File: config.mk
export PLATFORM = sky130hd
export DESIGN_NAME = i2s_codec_master
export DESIGN_NICKNAME = d
export VERILOG_FILES = /design/src/rtl/i2s_codec_master.sv
export SDC_FILE = /design/constraint.sdc
export NUM_CORES = 1
export LEC_CHECK = 0
export BUFFER_PORTS_ARGS = -buffer_cell sky130_fd_sc_hd__buf_2
export CAP_MARGIN = 30
export CORE_MARGIN = 5
export CORE_UTILIZATION = 50
export DETAILED_ROUTE_END_ITERATION = 10
export PLACE_DENSITY = 0.73
export SYNTH_ARGS = -nofsm -noshare
export SYNTH_HDL_FRONTEND = slang
export SYNTH_SLANG_ARGS = --single-unit
export TNS_END_PERCENT = 1
File: constraint.sdc
create_clock -name clk_48_i -period 2.33 [get_ports clk_48_i]
set_input_delay 0.466 -clock clk_48_i [delete_from_list [all_inputs] [get_ports clk_48_i]]
set_output_delay 0.466 -clock clk_48_i [all_outputs]
set_load 0.01 [all_outputs]
File: src/rtl/i2s_codec_master.sv
// I2S codec-side master: divides clk_48 into BCLK/LRCLK, shifts tx samples out, captures rx samples.
// Outputs registered; rx pair lands at the right-slot LSB rising edge; no backpressure, tx sampled at frame start.
module i2s_codec_master #(
  parameter int HALF_BCLK  = 8,
  parameter int DATA_WIDTH = 24,
  parameter int SLOT_BITS  = 32
) (
  input  logic                  clk_48_i,
  input  logic                  reset_i,
  input  logic                  enable_i,
  input  logic [DATA_WIDTH-1:0] tx_l_i,
  input  logic [DATA_WIDTH-1:0] tx_r_i,
  output logic                  sample_req_o,
  output logic [DATA_WIDTH-1:0] rx_l_o,
  output logic [DATA_WIDTH-1:0] rx_r_o,
  output logic                  rx_valid_o,
  output logic                  i2s_bclk_o,
  output logic                  i2s_lr_o,
  output logic                  i2s_sdata_out_o,
  input  logic                  i2s_sdata_in_i
);

  localparam int FRAME_BITS = 2 * SLOT_BITS;
  localparam int CW         = $clog2(FRAME_BITS);
  localparam int HW         = $clog2(HALF_BCLK);

  localparam logic [HW-1:0] HALF_LAST  = HW'(HALF_BCLK - 1);
  localparam logic [CW-1:0] FRAME_LAST = CW'(FRAME_BITS - 1);
  localparam logic [CW-1:0] SLOT_W     = CW'(SLOT_BITS);
  localparam logic [CW-1:0] DATA_W     = CW'(DATA_WIDTH);

  logic [HW-1:0]         half_cnt_q, half_cnt_d;
  logic [CW-1:0]         bit_cnt_q, bit_cnt_d;
  logic                  bclk_q, bclk_d;
  logic                  lr_q, lr_d;
  logic                  sdata_out_q, sdata_out_d;
  logic                  sample_req_q, sample_req_d;
  logic                  rx_valid_q, rx_valid_d;
  logic                  armed_q, armed_d;
  logic [DATA_WIDTH-1:0] tx_sh_l_q, tx_sh_l_d;
  logic [DATA_WIDTH-1:0] tx_sh_r_q, tx_sh_r_d;
  logic [DATA_WIDTH-1:0] rx_sh_l_q, rx_sh_l_d;
  logic [DATA_WIDTH-1:0] rx_sh_r_q, rx_sh_r_d;
  logic [DATA_WIDTH-1:0] rx_l_q, rx_l_d;
  logic [DATA_WIDTH-1:0] rx_r_q, rx_r_d;

  logic          idle, run, tick, rise, fall, frame_start;
  logic [CW-1:0] bit_cnt_nxt, nxt_pos, cur_pos;
  logic          nxt_lr, nxt_data, cur_data;

  // Idle is the parked end-of-frame state; the clocks keep running until a
  // frame finishes, so dropping enable never truncates a frame.
  always_comb begin
    idle        = (bit_cnt_q == FRAME_LAST) && !bclk_q && (half_cnt_q == '0);
    run         = enable_i || !idle;
    tick        = run && (half_cnt_q == HALF_LAST);
    rise        = tick && !bclk_q;
    fall        = tick && bclk_q;
    bit_cnt_nxt = (bit_cnt_q == FRAME_LAST) ? '0 : bit_cnt_q + 1'b1;
    frame_start = fall && (bit_cnt_q == FRAME_LAST);
    nxt_lr      = (bit_cnt_nxt >= SLOT_W);
    nxt_pos     = nxt_lr ? (bit_cnt_nxt - SLOT_W) : bit_cnt_nxt;
    nxt_data    = (nxt_pos >= CW'(1)) && (nxt_pos <= DATA_W);
    cur_pos     = lr_q ? (bit_cnt_q - SLOT_W) : bit_cnt_q;
    cur_data    = (cur_pos >= CW'(1)) && (cur_pos <= DATA_W);
  end

  always_comb begin
    half_cnt_d   = half_cnt_q;
    bit_cnt_d    = bit_cnt_q;
    bclk_d       = bclk_q;
    lr_d         = lr_q;
    sdata_out_d  = sdata_out_q;
    sample_req_d = 1'b0;
    rx_valid_d   = 1'b0;
    armed_d      = armed_q;
    tx_sh_l_d    = tx_sh_l_q;
    tx_sh_r_d    = tx_sh_r_q;
    rx_sh_l_d    = rx_sh_l_q;
    rx_sh_r_d    = rx_sh_r_q;
    rx_l_d       = rx_l_q;
    rx_r_d       = rx_r_q;

    if (run) begin
      half_cnt_d = (half_cnt_q == HALF_LAST) ? '0 : half_cnt_q + 1'b1;
    end
    if (tick) begin
      bclk_d = !bclk_q;
    end

    // Falling edge: advance slot position and present the next data bit
    // (one BCLK after the LR transition).
    if (fall) begin
      bit_cnt_d   = bit_cnt_nxt;
      lr_d        = nxt_lr;
      sdata_out_d = 1'b0;
      if (frame_start) begin
        tx_sh_l_d    = tx_l_i;
        tx_sh_r_d    = tx_r_i;
        sample_req_d = 1'b1;
        armed_d      = 1'b1;
      end else if (nxt_data) begin
        if (nxt_lr) begin
          {sdata_out_d, tx_sh_r_d} = {tx_sh_r_q, 1'b0};
        end else begin
          {sdata_out_d, tx_sh_l_d} = {tx_sh_l_q, 1'b0};
        end
      end
    end

    if (rise && cur_data) begin
      if (lr_q) begin
        rx_sh_r_d = {rx_sh_r_q[DATA_WIDTH-2:0], i2s_sdata_in_i};
        if (cur_pos == DATA_W) begin
          rx_l_d     = rx_sh_l_q;
          rx_r_d     = rx_sh_r_d;
          rx_valid_d = armed_q;
        end
      end else begin
        rx_sh_l_d = {rx_sh_l_q[DATA_WIDTH-2:0], i2s_sdata_in_i};
      end
    end
  end

  always_ff @(posedge clk_48_i) begin
    if (reset_i) begin
      half_cnt_q   <= '0;
      bit_cnt_q    <= FRAME_LAST;
      bclk_q       <= 1'b0;
      lr_q         <= 1'b1;
      sdata_out_q  <= 1'b0;
      sample_req_q <= 1'b0;
      rx_valid_q   <= 1'b0;
      armed_q      <= 1'b0;
      tx_sh_l_q    <= '0;
      tx_sh_r_q    <= '0;
      rx_sh_l_q    <= '0;
      rx_sh_r_q    <= '0;
      rx_l_q       <= '0;
      rx_r_q       <= '0;
    end else begin
      half_cnt_q   <= half_cnt_d;
      bit_cnt_q    <= bit_cnt_d;
      bclk_q       <= bclk_d;
      lr_q         <= lr_d;
      sdata_out_q  <= sdata_out_d;
      sample_req_q <= sample_req_d;
      rx_valid_q   <= rx_valid_d;
      armed_q      <= armed_d;
      tx_sh_l_q    <= tx_sh_l_d;
      tx_sh_r_q    <= tx_sh_r_d;
      rx_sh_l_q    <= rx_sh_l_d;
      rx_sh_r_q    <= rx_sh_r_d;
      rx_l_q       <= rx_l_d;
      rx_r_q       <= rx_r_d;
    end
  end

  assign sample_req_o    = sample_req_q;
  assign rx_valid_o      = rx_valid_q;
  assign rx_l_o          = rx_l_q;
  assign rx_r_o          = rx_r_q;
  assign i2s_bclk_o      = bclk_q;
  assign i2s_lr_o        = lr_q;
  assign i2s_sdata_out_o = sdata_out_q;

endmodule

==> flow_metrics.env, run 1 <==
export IMPL_hold_depth=3
export IMPL_wl_um=13800
export IMPL_rsz0062_at_grt="yes"
export IMPL_yosysMostFrequentCell="dfxtp_1"
export IMPL_ioPinCount=105
export IMPL_grt_pass1_wl_um=21500
export IMPL_syn_num_nets=748
export IMPL_yosysSeqAreaShare_pct=49.9
export IMPL_wl_per_cell_um=14.1
export IMPL_outcome="finished clean"
export IMPL_ys_types=46
export IMPL_required_ns=2.62
export IMPL_period_share_pct=97.0
export IMPL_yosys_top_cells_area="dfxtp_1, mux2i_1, nand2_1, a21oi_1, nor2_1"
export IMPL_cts_hold_buffers=0
export IMPL_synth_commonest_cells="dfxtp_1, nand2_1, mux2i_1"
export IMPL_chipWidth_um=123
export IMPL_ys_async_sr_fraction_pct=0
export IMPL_synth_area_leader_cell="dfxtp_1"
export IMPL_ys_flop_type="dfxtp_1"
export IMPL_h_tree_depth=4
export IMPL_grt_overflow=0
export IMPL_worstMarginPinSlew_ns=0.389
export IMPL_cts_sinks=158
export IMPL_dp_cells=936
export IMPL_cts_tree="done"
export IMPL_path_max_fanout=8
export IMPL_layout_setup_ws_ns=0.0690
export IMPL_peakVddDrop_mv=0.541
export IMPL_port_buffers=104
export IMPL_relSlewSlack_pct=74.0
export IMPL_p_per_area_mw_per_mm2=708
export IMPL_grt_max_degree=73
export IMPL_numCtsBuffers=17
export IMPL_final_antenna_net_count=0
export IMPL_drv_slew=0
export IMPL_core_area_mm2=0.0125
export IMPL_fp_row_count=41
export IMPL_vias=5044
export IMPL_grt_usage_pct=17.6
export IMPL_reg2reg_slack_ns=0.07
export IMPL_insertion_delay_ns=0.41
export IMPL_hpwl_um=8650
export IMPL_cap_violations=0
export IMPL_avgSynthCellArea_um2=9.21
export IMPL_hold_class="primary input to register"
export IMPL_min_period_ns=2.26
export IMPL_preCtsSetupSlack_ns=-0.114
export IMPL_p_leak_nw=3.14
export IMPL_endpoint_kind="register"
export IMPL_gp_congestion=0.792
export IMPL_area_delta_synth_final_pct=25.7
export IMPL_start_util_pct=50.6
export IMPL_setup_viol=0
export IMPL_rr_endpoint="rx_sh_r_q[12]"
export IMPL_hold_path_endpoint="tx_sh_r_q[1]"
export IMPL_grt_pass1_vias=4847
export IMPL_drive_gt1_share_pct=25.4
export IMPL_drt_iter0_markers=423
export IMPL_synth_cells=688
export IMPL_drtPass1Iterations=5
export IMPL_crit_type="register to register"
export IMPL_via_per_inst=5.17
export IMPL_yosys_warnings=0
export IMPL_die_h_um=123
export IMPL_clock_fmax_mhz=442
export IMPL_antenna_found_initial=0
export IMPL_synth_edff_count=0
export IMPL_drc_errors=0
export IMPL_r2r_start="bit_cnt_q[0]"
export IMPL_dieArea_mm2=0.0150
export IMPL_syn_cell_area_mm2=0.00634
export IMPL_clk_pin_slew_ns=0.06
export IMPL_ys_seq_elements=158
export IMPL_start_kind="register"
export IMPL_reg2reg_depth=9
export IMPL_clock_path_buffers=2
export IMPL_nets=852
export IMPL_yosysTopAreaCellShare_pct=49.9
export IMPL_hold_path_startpoint="tx_r_i[1]"
export IMPL_finClkSkew_ns=0.00741
export IMPL_hold_viol_final=0
export IMPL_cts_root_buffer="clkbuf_16"
export IMPL_nFillCells=1050
export IMPL_arrival_ns=2.55
export IMPL_num_antenna_cells=0
export IMPL_final_instance_count_excl_fill=975
cell families (layout without fill, tap and decap cells):
group	after synthesis	in the layout	share of synthesized area (%)
muxes	95	95	15.0
and+or+nand+nor	219	219	14.6
adders and majority gates	8	8	1.58
DFF	158	158	49.9
buffers and inverters	58	173	4.34
AOI/OAI and AO/OA	145	145	13.8
xor gates and xnor gates	5	5	0.810
cell usage in the layout (no fill, tap or decap), types with 3 or more instances in the layout:
cell and n:
buf_6 3, dfxtp_2 5, dfxtp_1 153, nand3_1 3, buf_4 19, o21bai_1 3
and2_1 3, bufinv_16 3, ha_1 5, inv_1 7, clkbuf_16 20, mux2i_1 94
xor2_1 3, clkinv_2 4, buf_12 8, nand2_1 131, nor2_1 58, a211oi_1 24
o21ai_0 5, buf_2 103, a21oi_1 62, a21oi_2 16, o211ai_1 3, o21ai_1 20
clkbuf_8 4
where the power goes:
part / total (mW) / switching, mW / internal, mW
clock network: 2.79 / 1.01 / 1.78
logic: 0.136 / 0.0768 / 0.0592
registers: 2.72 / 0.00543 / 2.71
through the flow:
| step | utilization (%) | total power, mW | setup TNS [ns] | area [um2] | hold WS, ns |
|---|---|---|---|---|---|
| 6_report | 63.7 | 5.64 | 0 | 7970 | 0.249 |
| 5_1_grt | 63.7 | 5.83 | -1.37 | 7970 | 0.243 |
| 4_1_cts | 61.7 | 5.69 | 0 | 7720 | 0.229 |
| 3_5_place_dp | 56.9 | 2.91 | -1.89 | 7120 | 0.444 |
| 3_3_place_gp | 56.9 | 2.90 | 0 | 7120 | 0.440 |
| 2_1_floorplan | - | 2.84 | 0 | 6340 | 0.431 |
state kept, by name, summed over array words and instances, names as in the netlist:
register         cells
rx_l_o              24
rx_r_o              24
rx_sh_l_q           24
tx_sh_l_q           24
tx_sh_r_q           24
rx_sh_r_q           23
bit_cnt_q            6
half_cnt_q           3
armed_q              1
i2s_bclk_o           1
i2s_lr_o             1
i2s_sdata_out_o      1
rx_valid_o           1
sample_req_o         1
cell type report:
class                           count  area (um2)  area share (%)
Multi-Input combinational cell    472        3030            38.1
Clock buffer                       23         488            6.12
Tap cell                          172         215            2.70
Clock inverter                      7         110            1.38
Sequential cell                   158        3170            39.8
Timing Repair Buffer              136         927            11.6
Inverter                            7        26.3           0.330
critical path: stages, from the launching register on:
cell	delay, ns
dfxtp_2	0.34
buf_4	0.15
ha_1	0.20
or4b_4	0.50
o2111ai_4	0.25
buf_12	0.14
buf_6	0.14
buf_4	0.15
mux2i_1	0.19
nor2_1	0.06
what timing repair did:
item / CTS / global route
gates cloned: 0 / 5
setup buffers: 0 / 4
hold endpoints to repair: 0 / 0
setup endpoints to repair: 24 / 96
resized for setup: 1 / 36
pin swaps: 0 / 5
layer usage:
metal	vias up	track usage (%)	part of all wire, %	wire, um
li1	2559	-	-	-
met1	2356	21.4	44	6040
met2	114	29.8	50	6850
met3	15	5.12	5.1	702
met4	0	6.37	1.2	164
met5	-	0	0	0
how the worst max path moves through the flow:
stage	from	to	slack, ns	cells after the start
after CTS	bit_cnt_q[0]	tx_sh_r_q[15]	0.009	8
final	bit_cnt_q[0]	rx_sh_r_q[12]	0.07	9
after global placement	bit_cnt_q[0]	tx_sh_l_q[0]	0.02	7
after floorplan	bit_cnt_q[0]	tx_sh_l_q[10]	0.07	10
after global routing	bit_cnt_q[1]	rx_l_o[3]	-0.05	10
after detailed placement	bit_cnt_q[0]	tx_sh_l_q[3]	-0.11	7
Power figures use the tool's default switching activity.
==> inputs of run 2 (changes only) <==
RECOVER_POWER = 100   (was default)
==> run 2 against run 1 <==
  * Via count grew 0.54%
  * Clock skew is essentially flat
  * Setup slack is essentially flat
  * Clock-buffer cell count is the same
  * Wire length grew 0.44%
  * Final cell count is the same
  * Critical path type unchanged
  * Die area is the same
  * Core utilization shrank 0.54 points
  * First-iteration DRC count shrank 16%
  * Sequential power is essentially flat
  * Power is essentially flat
==> flow_metrics.env, run 2 (synthesized netlist as in run 1, its figures left out) <==
export IMPL_outcome="finished clean"
export IMPL_seq_area_mm2=0.00317
export IMPL_crit_type="register to register"
export IMPL_endpoint_kind="register"
export IMPL_nets=852
export IMPL_drtPass1Iterations=4
export IMPL_p_leak_nw=2.91
export IMPL_start_util_pct=50.6
export IMPL_grt_overflow=0
export IMPL_arrival_ns=2.55
export IMPL_start_kind="register"
export IMPL_num_antenna_cells=0
export IMPL_min_period_ns=2.26
export IMPL_clock_fmax_mhz=442
export IMPL_gp_congestion=0.792
export IMPL_final_instance_count_excl_fill=975
export IMPL_path_common_cell="buf_4"
export IMPL_die_h_um=123
export IMPL_clock_path_buffers=2
export IMPL_dieArea_mm2=0.0150
export IMPL_p_per_area_mw_per_mm2=714
export IMPL_design_area_mm2=0.00790
export IMPL_holdWs_ns=0.249
export IMPL_cts_hold_buffers=0
export IMPL_core_area_mm2=0.0125
export IMPL_hold_class="primary input to register"
export IMPL_required_ns=2.62
export IMPL_finClkSkew_ns=0.00760
export IMPL_chipWidth_um=123
export IMPL_reg2reg_slack_ns=0.07
export IMPL_relSlewSlack_pct=70.7
export IMPL_final_common_cell="dfxtp_1"
export IMPL_mostFrequentLayoutCells="dfxtp_1, nand2_1, mux2i_1"
export IMPL_crit_path_max_incr_delay_ns=0.50
export IMPL_hpwl_um=8650
export IMPL_nFillCells=1085
export IMPL_drv_slew=0
export IMPL_clk_pin_slew_ns=0.06
export IMPL_cp_slowest_cell="or4b_4"
export IMPL_cts_tree="done"
export IMPL_cts_sinks=158
export IMPL_setup_viol=0
export IMPL_antenna_found_initial=0
export IMPL_grt_max_degree=73
export IMPL_multi_input_area_mm2=0.00303
export IMPL_cap_violations=0
export IMPL_vias=5071
export IMPL_insertion_delay_ns=0.41
export IMPL_h_tree_depth=4
export IMPL_grt_pass1_wl_um=21500
export IMPL_numCtsBuffers=17
export IMPL_drc_errors=0
export IMPL_hold_viol_final=0
export IMPL_fp_row_count=41
export IMPL_crit_chain="buf_4, ha_1, or4b_4, o2111ai_4, buf_12, buf_6, buf_4, mux2i_1, nor2_1"
export IMPL_worstMarginPinSlew_ns=0.439
export IMPL_rsz0062_at_grt="yes"
export IMPL_grt_pass1_vias=4847
export IMPL_total_power_mw=5.64
export IMPL_period_share_pct=97.0
export IMPL_cts_root_buffer="clkbuf_16"
export IMPL_place_area_mm2=0.00712
export IMPL_wl_um=13800
export IMPL_ioPinCount=105
export IMPL_final_antenna_net_count=0
export IMPL_dp_cells=936
export IMPL_port_buffers=104
export IMPL_peakVddDrop_mv=0.540
export IMPL_drive_gt1_share_pct=18.9
export IMPL_via_per_inst=5.20
export IMPL_drt_iter0_markers=356
export IMPL_path_max_fanout=8
export IMPL_wl_per_cell_um=14.2
export IMPL_area_delta_synth_final_pct=24.7
export IMPL_grt_usage_pct=17.6
## run 2: critical path: cells and delay by family, from the launching register on
family / cells / cell delay, ns
buffers and inverters: 4 / 0.58
AOI/OAI and AO/OA: 1 / 0.25
adders and majority gates: 1 / 0.20
and+or+nand+nor: 2 / 0.56
muxes: 1 / 0.19
DFF: 1 / 0.34
## run 2: final timing paths
path                  from       endpoint  cells after the start
max           bit_cnt_q[0]  rx_sh_r_q[12]                      9
min              tx_r_i[1]   tx_sh_r_q[1]                      3
max reg2reg   bit_cnt_q[0]  rx_sh_r_q[12]                      9
min reg2reg  rx_sh_l_q[23]     rx_l_o[23]                      2
## run 2: layer usage
layer	up-vias	wire length [um]	track usage, %	part of all wire [%]
li1	2561	-	-	-
met1	2383	6040	21.4	44
met4	0	164	6.37	1.2
met3	15	736	5.12	5.3
met2	112	6870	29.8	50
met5	-	0	0	0
## run 2: report_power, final
part / internal [mW] / switching, mW
combinational: 0.0592 / 0.0772
sequential: 2.71 / 0.00550
clock: 1.78 / 1.01
total: 4.55 / 1.09
## run 2: stage by stage
stage	setup WS, ns	TNS (ns)	utilization, %
2_1_floorplan	0.0722	0	-
3_3_place_gp	0.0172	0	56.9
3_5_place_dp	-0.114	-1.89	56.9
4_1_cts	0.00850	0	61.7
5_1_grt	-0.0501	-1.37	63.1
6_report	0.0691	0	63.1
## run 2: area by class of cell
cell class                      instances  share of cell area, %
Clock buffer                           23                   6.18
Clock inverter                          7                   1.39
Inverter                                7                  0.333
Multi-Input combinational cell        472                   38.4
Sequential cell                       158                   40.1
Tap cell                              172                   2.72
Timing Repair Buffer                  136                   10.9
## run 2: repair_timing
item	CTS	global route
setup buffers	0	4
cloned	0	5
pin swaps	0	5
endpoints found under the setup margin	24	96
resized for setup	1	36
